`src/rtl/imm_gen_pipe.sv`:
```
// Immediate generator for RV decode: decodes I/S/B/U/J immediates and queues them in a DEPTH-entry FIFO.
// Build option IMMGEN_UPPER_EN enables U/J decode; without it those opcodes are reported illegal.
module imm_gen_pipe #(
  parameter int XLEN  = 64,
  parameter int DEPTH = 2,
  parameter int TAG_W = 64
) (
  input  logic                       clk,
  input  logic                       reset,
  input  logic                       flush,
  input  logic                       in_valid,
  output logic                       in_ready,
  input  logic [31:0]                in_inst,
  input  logic [TAG_W-1:0]           in_tag,
  output logic                       out_valid,
  input  logic                       out_ready,
  output logic [XLEN-1:0]            out_imm,
  output logic [2:0]                 out_fmt,
  output logic                       out_illegal,
  output logic [TAG_W-1:0]           out_tag,
  output logic [$clog2(DEPTH):0]     level,
  output logic [15:0]                illegal_count
);
  // Handshake: a transfer happens on a rising edge where valid && ready are both high;
  // ready never depends combinationally on the opposite side's valid or ready.
  localparam int PTR_W = $clog2(DEPTH);
  localparam int LVL_W = PTR_W + 1;

  logic [6:0]  op;
  logic [63:0] imm64;
  logic [2:0]  dec_fmt;
  logic        dec_illegal;
  logic [XLEN-1:0] dec_imm;

  assign op = in_inst[6:0];

  always_comb begin
    dec_fmt = 3'd7;
    imm64   = '0;
    case (op)
      7'b0000011, 7'b0010011, 7'b0011011, 7'b1100111: begin
        dec_fmt = 3'd1;
        imm64   = {{52{in_inst[31]}}, in_inst[31:20]};
      end
      7'b0100011: begin
        dec_fmt = 3'd2;
        imm64   = {{52{in_inst[31]}}, in_inst[31:25], in_inst[11:7]};
      end
      7'b1100011: begin
        dec_fmt = 3'd3;
        imm64   = {{51{in_inst[31]}}, in_inst[31], in_inst[7], in_inst[30:25], in_inst[11:8], 1'b0};
      end
`ifdef IMMGEN_UPPER_EN
      7'b0110111, 7'b0010111: begin
        dec_fmt = 3'd4;
        imm64   = {{32{in_inst[31]}}, in_inst[31:12], 12'b0};
      end
      7'b1101111: begin
        dec_fmt = 3'd5;
        imm64   = {{43{in_inst[31]}}, in_inst[31], in_inst[19:12], in_inst[20], in_inst[30:21], 1'b0};
      end
`endif
      7'b0110011, 7'b0111011: begin
        dec_fmt = 3'd0;
      end
      default: begin
        dec_fmt = 3'd7;
      end
    endcase
  end

`ifdef IMMGEN_UPPER_EN
`else
  // Bits 19:12 only feed the U/J extractors, which are absent in this build.
  logic unused_upper;
  assign unused_upper = ^in_inst[19:12];
`endif

  // Truncation keeps XLEN=32 U immediates unextended.
  assign dec_imm     = imm64[XLEN-1:0];
  assign dec_illegal = (dec_fmt == 3'd7);

  logic [XLEN-1:0]  mem_imm [DEPTH];
  logic [2:0]       mem_fmt [DEPTH];
  logic [TAG_W-1:0] mem_tag [DEPTH];
  logic [PTR_W-1:0] wr_ptr;
  logic [PTR_W-1:0] rd_ptr;
  logic             push;
  logic             pop;

  assign in_ready  = (level < LVL_W'(DEPTH));
  assign out_valid = (level != '0);
  assign push      = in_valid && in_ready;
  assign pop       = out_valid && out_ready;

  always_ff @(posedge clk) begin
    if (reset) begin
      wr_ptr <= '0;
      rd_ptr <= '0;
      level  <= '0;
      for (int i = 0; i < DEPTH; i++) begin
        mem_imm[i] <= '0;
        mem_fmt[i] <= '0;
        mem_tag[i] <= '0;
      end
    end else if (flush) begin
      wr_ptr <= '0;
      rd_ptr <= '0;
      level  <= '0;
    end else begin
      if (push) begin
        mem_imm[wr_ptr] <= dec_imm;
        mem_fmt[wr_ptr] <= dec_fmt;
        mem_tag[wr_ptr] <= in_tag;
        wr_ptr          <= wr_ptr + PTR_W'(1);
      end
      if (pop) begin
        rd_ptr <= rd_ptr + PTR_W'(1);
      end
      if (push && !pop) begin
        level <= level + LVL_W'(1);
      end else if (pop && !push) begin
        level <= level - LVL_W'(1);
      end
    end
  end

  // Dropped (flushed) instructions are not counted.
  always_ff @(posedge clk) begin
    if (reset) begin
      illegal_count <= '0;
    end else if (!flush && push && dec_illegal && (illegal_count != 16'hFFFF)) begin
      illegal_count <= illegal_count + 16'd1;
    end
  end

  assign out_imm     = mem_imm[rd_ptr];
  assign out_fmt     = mem_fmt[rd_ptr];
  assign out_tag     = mem_tag[rd_ptr];
  assign out_illegal = (out_fmt == 3'd7);

endmodule

```
`config.mk`:
```
export PLATFORM = sky130hd
export DESIGN_NAME = imm_gen_pipe
export DESIGN_NICKNAME = d
export VERILOG_FILES = /design/src/rtl/imm_gen_pipe.sv
export SDC_FILE = /design/constraint.sdc
export NUM_CORES = 1
export LEC_CHECK = 0
export ABC_AREA = 0
export BUFFER_PORTS_ARGS = -buffer_cell sky130_fd_sc_hd__buf_2
export CORE_ASPECT_RATIO = 0.7
export CORE_MARGIN = 2
export CORE_UTILIZATION = 25
export CTS_BUF_LIST = sky130_fd_sc_hd__clkbuf_8 sky130_fd_sc_hd__clkbuf_16
export DETAILED_ROUTE_END_ITERATION = 10
export PLACE_DENSITY_LB_ADDON = 0.08
export SYNTH_ARGS = -nofsm -noshare
export SYNTH_HDL_FRONTEND = slang
export SYNTH_SLANG_ARGS = --single-unit
```
`constraint.sdc`:
```
create_clock -name clk -period 3.3 [get_ports clk]
set_input_delay 0.33 -clock clk [delete_from_list [all_inputs] [get_ports clk]]
set_output_delay 0.33 -clock clk [all_outputs]
set_load 0.01 [all_outputs]
```
==> results of run 1 <==
-- per-layer routing --
| metal | GRT usage, % | share of wire (%) | wire [um] | vias to the layer above |
|---|---|---|---|---|
| met1 | 14.0 | 43 | 8960 | 2705 |
| met5 | 0 | 0.13 | 26 | - |
| met4 | 3.84 | 1.4 | 286 | 4 |
| li1 | - | - | - | 2603 |
| met3 | 3.38 | 4.2 | 863 | 19 |
| met2 | 20.9 | 51 | 10600 | 153 |
-- flip-flops by register name, indices dropped and copies added, names as in the netlist, named ones only --
signal         flops
mem_imm           26
illegal_count     16
wr_ptr             1
mem_tag          128
level              2
rd_ptr             1
mem_fmt            6
-- how the worst max path moves through the flow --
stage	depth (start not counted)	endpoint	startpoint
floorplan	5	mem_fmt[1][0]	level[1]
global placement	6	mem_tag[0][12]	reset
detailed placement	6	mem_tag[0][12]	reset
CTS	4	out_illegal	flop
global route	4	out_illegal	flop
finish	4	out_illegal	flop
-- logic make-up after synthesis --
kind of cell               Yosys count  synth area share [%]
AOI/OAI and AO/OA                   45                  3.45
xor gates and xnor gates             5                 0.521
adders and majority gates            2                 0.298
buffers and inverters               86                  6.21
DFF                                181                  62.2
muxes                               84                  11.2
and+or+nand+nor                    231                  16.2
-- layout make-up --
cell class / instances / area (sq um)
Clock buffer: 17 / 425
Clock inverter: 15 / 90.1
Fill cell: 3326 / 23000
Inverter: 6 / 22.5
Multi-Input combinational cell: 367 / 2680
Sequential cell: 181 / 5230
Tap cell: 435 / 544
Timing Repair Buffer: 253 / 1340
-- layout by cell type, fill, tap and decap left out, types with 2 or more instances in the layout --
cell type / Yosys / layout
inv_6: 0 / 2
a22oi_1: 4 / 4
or3_1: 11 / 11
buf_4: 52 / 5
o41ai_1: 3 / 3
nand2b_1: 2 / 2
clkinvlp_4: 0 / 5
nand4_1: 3 / 3
buf_12: 0 / 4
or4_1: 2 / 2
mux2i_1: 3 / 3
dfxtp_1: 21 / 20
and3_1: 5 / 4
buf_2: 3 / 244
a31oi_1: 2 / 2
ha_1: 2 / 2
nor2_1: 27 / 27
clkinv_1: 0 / 6
xor2_1: 4 / 4
and2_1: 144 / 144
clkbuf_16: 0 / 17
inv_1: 6 / 7
a21oi_1: 17 / 17
and4_1: 3 / 3
nand3_1: 11 / 11
nand2_4: 0 / 2
nand2_1: 12 / 10
edfxtp_1: 160 / 160
mux2_2: 81 / 81
nor2_2: 2 / 2
o21ai_0: 11 / 11
-- per-stage QoR --
step	hold WS [ns]	area, sq um	power, W	setup WS (ns)	cells
after CTS	0.141	10300	0.00506	0.865	1274
after global routing	0.149	10300	0.00519	0.820	1274
after global placement	0.494	9820	0.00321	1.04	1242
final	0.176	10300	0.00496	0.957	1274
after floorplan	0.472	8410	0.00300	0.0484	634
after detailed placement	0.500	9820	0.00322	1.04	1242
-- critical path, cell delays in order (launching register included) --
cell and delay (ns):
dfxtp_4 0.53, buf_12 0.34, mux2_2 0.40, and3_1 0.18, buf_2 0.13
-- where the power goes --
part           internal [W]  switching (W)  leakage [nW]
registers           0.00260      0.0000323          1.83
logic              0.000225       0.000295          2.16
clock network      0.000948       0.000864         0.238
==> metrics.txt, run 1 <==
deepest clock path buffer count 2; CTS resizes 0; most frequent cell after synthesis edfxtp_1; hold path endpoint mem_tag[1][8]; final worst path period share between 70% and 80%; via count 5,484; PortBufs around 240; synth warn 0; Clock Sinks roughly 180; Clock Skew roughly 0.0080 ns; Max-slew headroom 51.5%; post-synth top area share 57.2%; worst reg2reg endpoint illegal_count[9]; I/O pin cnt between 200 and 300; CTS Buf Count 17; DRT Wirelength a little over 20,000 um; Crit Path Max Fanout 48; minimum clock period 2.34 ns; Starting DRT DRC Count between 200 and 250; global placement routability congestion between 0.7 and 0.8; setup TNS 0 ns; worst hold path cell count 2; total routing usage reported by global routing between 10% and 20%; CTS tree yes; dpl hpwl 13,500 um; Ant. Diodes 0; drt pass-1 iters 4; Post-synth top cells edfxtp_1, and2_1, mux2_2, buf_4, nor2_1; Hold Buf Count CTS 0; outcome completed; Cell Area, Synth between 0.008 and 0.009 sq mm; antenna-violating nets left 0; Hold Vio Cnt, Final 0; share of synthesized registers carrying an async set or reset 0%; post-synth top area cell edfxtp_1; number of enable flip-flop cells after synthesis 160; drt drc 0; max_cap viols 0; Post-CTS Setup Bufs 0; Req. time, crit path roughly 3.0 ns; Synth area leaders edfxtp_1, mux2_2, and2_1; layout cell share with drive strength beyond 1 between 40% and 50%; Clk pin slew, worst setup/hold paths 0.07 ns; clk root buf clkbuf_16; post-synthesis sequential area ratio 62.2%; Hold Crit Class in2reg; crit path DAT roughly 2.0 ns; clk_lat worst skew ~0.43 ns; NumNets Final between 900 and 1,000; Die Area about 0.035 sq mm; largest net degree at the start of global routing between 80 and 90; final setup fails 0; VDD IR-drop max ~270 uV; vias in the first global route 5,573; number of vias per cell between 4 and 5; syn_nets ~740; Max Freq between 400 and 500 MHz; core area around 0.033 sq mm; R2R Path Start illegal_count[0]; Pins Over Slew Limit 0; crit path capture type output port; first-pass GRT wire length roughly 31,000 um; Starting Density around a quarter; Layout area overhead 22.9%; instance count of the mapped netlist 634; RSZ-0062 raised after global routing no; worst hold start in_tag[8]; Synth Area per Inst ~13 sq um; Final Util a little under a third; global route overflow 0; DIE HEIGHT 157 um; initial antenna violation count 2; crit path launch type flop; leakage 4.23 nW; # H-tree levels 4; worst-margin pin slew roughly 0.72 ns; worst reg-to-reg setup slack between 1 and 1.5 ns; top_reg_cell synth edfxtp_1; critical path class reg2out; Pwr per Cell Area just under 500 mW/mm^2; Seq cells post-synth 181; cell row count 56; Avg WL per Cell between 15 and 20 um; Die X-Extent between 200 and 250 um; Synth cell types 45; Worst R2R Path Depth 6
Power figures use the tool's default switching activity.
==> run 2, diff against run 1 <==
- clock period: 3.3 -> 2 ns (I/O delays scaled with it)
==> metrics.txt, run 2 (synthesis gave the netlist of run 1 again) <==
outcome completed; largest net degree at the start of global routing 65 (-20%); crit path DAT 1.66 ns (-0.35 ns); Worst R2R Path Depth 7 (+1); PortBufs 244 (unchanged); final worst path period share 93.0%; Avg WL per Cell 16.7 um (+2.6%); most common cell after layout, fill and taps aside buf_2; DRT Wirelength 21,600 um (+4.3%); number of vias per cell 4.23 (-1.7%); crit path launch type flop; crit path capture type output port; layout cell share with drive strength beyond 1 46.5% (+2.2 points); dpl hpwl 14,800 um (+9.1%); drt pass-1 iters 4 (unchanged); via count 5,482 (-0.036%); Hold Vio Cnt, Final 0 (unchanged); worst hold slack 0.0412 ns (-0.135 ns); Clock Skew 0.0120 ns (+0.00406 ns); I/O pin cnt 253 (unchanged); Largest register FFs 128 (unchanged); drt drc 0 (unchanged); fin area 0.0108 sq mm (+4.6%); first-pass GRT wire length 32,300 um (+3.3%); Clock Sinks 181 (unchanged); worst hold path cell count 2 (unchanged); Req. time, crit path 1.80 ns (-1.17 ns); Die X-Extent 223 um (unchanged); setup TNS 0 ns (unchanged); minimum clock period roughly 1.9 ns; worst reg-to-reg setup slack 0.15 ns (-1.03 ns); core area 0.0333 sq mm (unchanged); Pins Over Slew Limit 0 (unchanged); CTS tree yes; clk_lat worst skew 0.44 ns (about the same); Hold Crit Class in2reg; Hold Buf Count CTS 0 (unchanged); DIE HEIGHT 157 um (unchanged); DP Cell Count 1,257 (+1.2%); Reg with most FFs mem_tag; total routing usage reported by global routing 12.4% (+0.52 points); cell row count 56 (unchanged); # H-tree levels 4 (unchanged); Crit Path Max Fanout 20 (-58%); biggest regs mem_tag x128, mem_imm x26, illegal_count x16; Max Freq 538 MHz; final setup fails 0 (unchanged); leakage 4.46 nW (+5.5%); Clk pin slew, worst setup/hold paths 0.07 ns (about the same); RSZ-0062 raised after global routing no; Pwr per Cell Area 846 mW/mm^2 (+76%); vias in the first global route 5,546 (-0.48%); Die Area 0.0351 sq mm (unchanged); placed cell area 0.0101 sq mm (+2.5%); Max-slew headroom 60.8% (+9.3 points); Starting Density 25.3% (unchanged); critical path class reg2out; most frequent cells in the layout buf_2, edfxtp_1, and2_1; global route overflow 0 (unchanged); Non-Filler Instances 1,295 (+1.6%); deepest clock path buffer count 2 (unchanged); initial antenna violation count 1 (-1); antenna-violating nets left 0 (unchanged); NumNets Final 948 (+2.0%); clk root buf clkbuf_16; global placement routability congestion 0.720 (-5.7%); max_cap viols 0 (unchanged); Layout area overhead 28.6%; CTS Buf Count 17 (unchanged); worst-margin pin slew 0.588 ns (-0.134 ns); Starting DRT DRC Count 218 (-6.4%); VDD IR-drop max 431 uV (+57%)
## run 2: changes by cell type in the layout (fill, tap and decap cells not counted), moves of 4 or more
cell	before	now
buf_12	4	15
buf_4	5	12
bufinv_16	0	6
clkinv_1	6	0
clkinvlp_4	5	1
## run 2: metal layers
| metal | track usage (%) | vias to the layer above | part of all wire [%] |
|---|---|---|---|
| met2 | 20.6 | 128 | 49 |
| met5 | 0 | - | 0 |
| met3 | 3.83 | 11 | 4.8 |
| li1 | - | 2638 | - |
| met1 | 15.8 | 2705 | 45 |
| met4 | 3.16 | 0 | 0.85 |
## run 2: stage by stage
step	setup WS, ns	power [W]	util [%]
5_1_grt	0.00961	0.00952	32.5
6_report	0.140	0.00914	32.5
3_3_place_gp	0.152	0.00536	30.2
3_5_place_dp	0.109	0.00537	30.2
2_1_floorplan	0.0498	0.00495	-
4_1_cts	0.0833	0.00931	32.4
## run 2: worst paths after layout
path                          from                to
setup reg to reg  illegal_count[1]  illegal_count[5]
setup / recovery              flop       out_tag[54]
hold reg to reg             rd_ptr              flop
hold / removal          in_tag[58]    mem_tag[0][58]
## run 2: power by group
part / switching (W) / internal [W] / total [W]
Sequential: 0.0000440 / 0.00429 / 0.00433
Combinational: 0.000517 / 0.000425 / 0.000942
Clock: 0.00151 / 0.00236 / 0.00387
Total: 0.00207 / 0.00707 / 0.00914
## run 2: cell type report
type	count	area, sq um
fillers	3391	22500
flip-flops and latches	181	5230
multi-input cells	367	2710
repair buffers	272	1620
well taps	435	544
clock buffers	17	425
clock inverters	15	253
inverters	6	22.5
diodes	2	5.00
## run 2: worst max-delay path: stages (launching register included)
cell and delay (ns):
dfxtp_4 0.37, buf_12 0.14, buf_12 0.18, mux2_2 0.37, buf_2 0.15
## run 2: repair_timing
item,in CTS,in global routing
setup buffers,4,0
setup endpoints to repair,115,13
resized for setup,0,2
==> run 3, diff against run 2 <==
- ABC_AREA: 0 -> 1
- MAX_ROUTING_LAYER: not set -> met4
==> metrics.txt, run 3 <==
# H-tree levels 4 (unchanged); NumNets Final 1,106 (+17%); Die X-Extent 226 um (+1.2%); minimum clock period 1.91 ns (+0.0543 ns); share of synthesized registers carrying an async set or reset 0% (unchanged); Hold Vio Cnt, Final 0 (unchanged); Ant. Diodes 0 (-2); Synth Area per Inst 10.8 sq um (-18%); Max-slew headroom 59.0% (-1.8 points); synth warn 0 (unchanged); sequential share of power 48.7% (+1.3 points); worst reg-to-reg setup slack 0.25 ns (+0.10 ns); post-synthesis sequential area ratio 60.7% (-1.5 points); Seq cells post-synth 181 (unchanged); crit path launch type flop; total routing usage reported by global routing 13.0% (+0.59 points); Req. time, crit path 1.80 ns (about the same); Max Freq 522 MHz (-2.8%); most frequent cells in the layout buf_2, nor2_1, edfxtp_1; leakage 4.95 nW (+11%); via count 5,917 (+7.9%); dpl hpwl 14,700 um (-0.30%); Clock Skew 0.00646 ns (-0.00556 ns); fin area 0.0109 sq mm (+0.78%); most common cell after layout, fill and taps aside buf_2; Comb power frac 11.0% (+0.7 points); Final Util 32.3% (-0.16 points); pre-CTS WS 0.225 ns (+0.116 ns); most frequent cell after synthesis nor2_1; core area 0.0337 sq mm (+1.3%); syn_nets 899 (+22%); Crit Path Max Fanout 24 (+20%); critical path class reg2out; Cell Area, Synth 0.00861 sq mm (+2.4%); first-pass GRT wire length 34,100 um (+5.5%); setup TNS 0 ns (unchanged); RSZ-0062 raised after global routing yes; R2R Path Start level[1]; Synth area leaders edfxtp_1, mux2_2, nor2_1; vias in the first global route 5,852 (+5.5%); final worst slack 0.0853 ns (-0.0543 ns); worst-margin pin slew 0.615 ns (+0.0276 ns); Net Switching 0.00213 W (+2.7%); max_cap viols 0 (unchanged); Hold Crit Class in2reg; crit path capture type output port; placed cell area 0.0102 sq mm (+1.7%); I/O pin cnt 253 (unchanged); Starting DRT DRC Count 258 (+18%); worst hold start in_tag[2]; drt pass-1 iters 4 (unchanged); Post-synth top cells nor2_1, edfxtp_1, inv_1, mux2_2, nand2_1; global placement routability congestion 0.752 (+4.5%); Layout area overhead 26.5%; Pwr per Cell Area 818 mW/mm^2 (-3.3%); Pins Over Slew Limit 0 (unchanged); CTS Buf Count 17 (unchanged); Power Internal 0.00678 W (-4.1%); DIE HEIGHT 159 um (+1.2%); cell row count 56 (unchanged); global route overflow 0 (unchanged); number of enable flip-flop cells after synthesis 160 (unchanged); outcome completed; antenna-violating nets left 0 (unchanged); instance count of the mapped netlist 796 (+26%); biggest regs mem_tag x128, mem_imm x26, illegal_count x16; Synth cell types 33 (-27%); Clock Sinks 181 (unchanged); Reg with most FFs mem_tag; final setup fails 0 (unchanged); initial antenna violation count 1 (unchanged); worst hold slack 0.0644 ns (+0.0233 ns); crit path DAT 1.71 ns (+0.05 ns); deepest clock path buffer count 2 (unchanged); clock power share 40.3% (-2.0 points); VDD IR-drop max 440 uV (+2.1%); CTS tree yes; Avg WL per Cell 14.9 um (-11%); clk root buf clkbuf_16; layout cell share with drive strength beyond 1 39.5% (-7.0 points); Largest register FFs 128 (unchanged); DRT Wirelength 22,000 um (+2.1%); final worst path period share 95.7% (+2.7 points); Die Area 0.0360 sq mm (+2.4%); Sw Ratio 23.9% (+1.2 points); top_reg_cell synth edfxtp_1; largest net degree at the start of global routing 57 (-12%); Starting Density 25.5% (+0.29 points); number of vias per cell 4.00 (-5.6%); clk_lat worst skew 0.44 ns (about the same); post-synth top area share 55.8% (-1.3 points); drt drc 0 (unchanged); post-synth top area cell edfxtp_1; PortBufs 244 (unchanged); Clk pin slew, worst setup/hold paths 0.07 ns (about the same)
## run 3: cell types whose count changed in the layout (fill, tap and decap cells not counted), sizes merged, moves of 12 or more
cell   before  now
nor2       29  209
and2      145    0
inv         9  111
nand2      12   65
nor3        2   21
nand4       3   15
## run 3: repair_timing
action	in CTS	in global routing
hold buffers	1	0
gates resized for setup	1	4
buffers inserted	2	0
endpoints found under the setup margin	97	59
endpoints found under the hold margin	2	0
pin swaps	0	0
cloned	0	0
## run 3: metal layers
metal | track usage [%] | routed length (um)
met1 | 16.3 | 10200
met4 | 2.80 | 169
met2 | 20.8 | 10700
met5 | - | 0
met3 | 3.58 | 989
## run 3: cell type report
| cell class | count | area [sq um] |
|---|---|---|
| Clock inverter | 15 | 186 |
| Clock buffer | 17 | 425 |
| Timing Repair Buffer | 268 | 1550 |
| Tap cell | 464 | 581 |
| Multi-Input combinational cell | 423 | 2500 |
| Inverter | 112 | 423 |
| Fill cell | 3492 | 22800 |
| Sequential cell | 181 | 5230 |
## run 3: power groups by stage
stage / Clock [W] / Combinational, W / Sequential, W
detailed placement: 0 / 0.000998 / 0.00443
finish: 0.00359 / 0.000975 / 0.00434
global route: 0.00384 / 0.00109 / 0.00436
floorplan: 0 / 0.000602 / 0.00441
CTS: 0.00371 / 0.00101 / 0.00434
global placement: 0 / 0.00101 / 0.00443
## run 3: worst paths after layout
path                         end  cells past startpoint
setup / recovery     out_tag[43]                      3
hold / removal     mem_tag[1][2]                      3
setup reg to reg  mem_tag[1][16]                      8
hold reg to reg             flop                      2
## run 3: worst max-delay path, cell delays in order, from the launching register on
cell	delay (ns)
dfxtp_4	0.51
buf_12	0.23
mux2_2	0.38
buf_2	0.14
## run 3: cell families (layout without fill, tap and decap cells)
| family | Yosys count | in the layout | synth area share [%] |
|---|---|---|---|
| multiplexers | 79 | 79 | 10.3 |
| buffers and inverters | 192 | 412 | 10.8 |
| AND/OR/NAND/NOR | 325 | 325 | 16.6 |
| flip-flops | 181 | 181 | 60.7 |
| XOR/XNOR | 2 | 2 | 0.204 |
| adder cells (fa/ha/maj) | 2 | 2 | 0.291 |
| AO/OA/AOI/OAI | 15 | 15 | 1.05 |
## run 3: stage by stage
step | instances | power, W
5_1_grt | 1480 | 0.00929
3_5_place_dp | 1445 | 0.00542
6_report | 1480 | 0.00891
2_1_floorplan | 796 | 0.00501
3_3_place_gp | 1445 | 0.00543
4_1_cts | 1480 | 0.00906
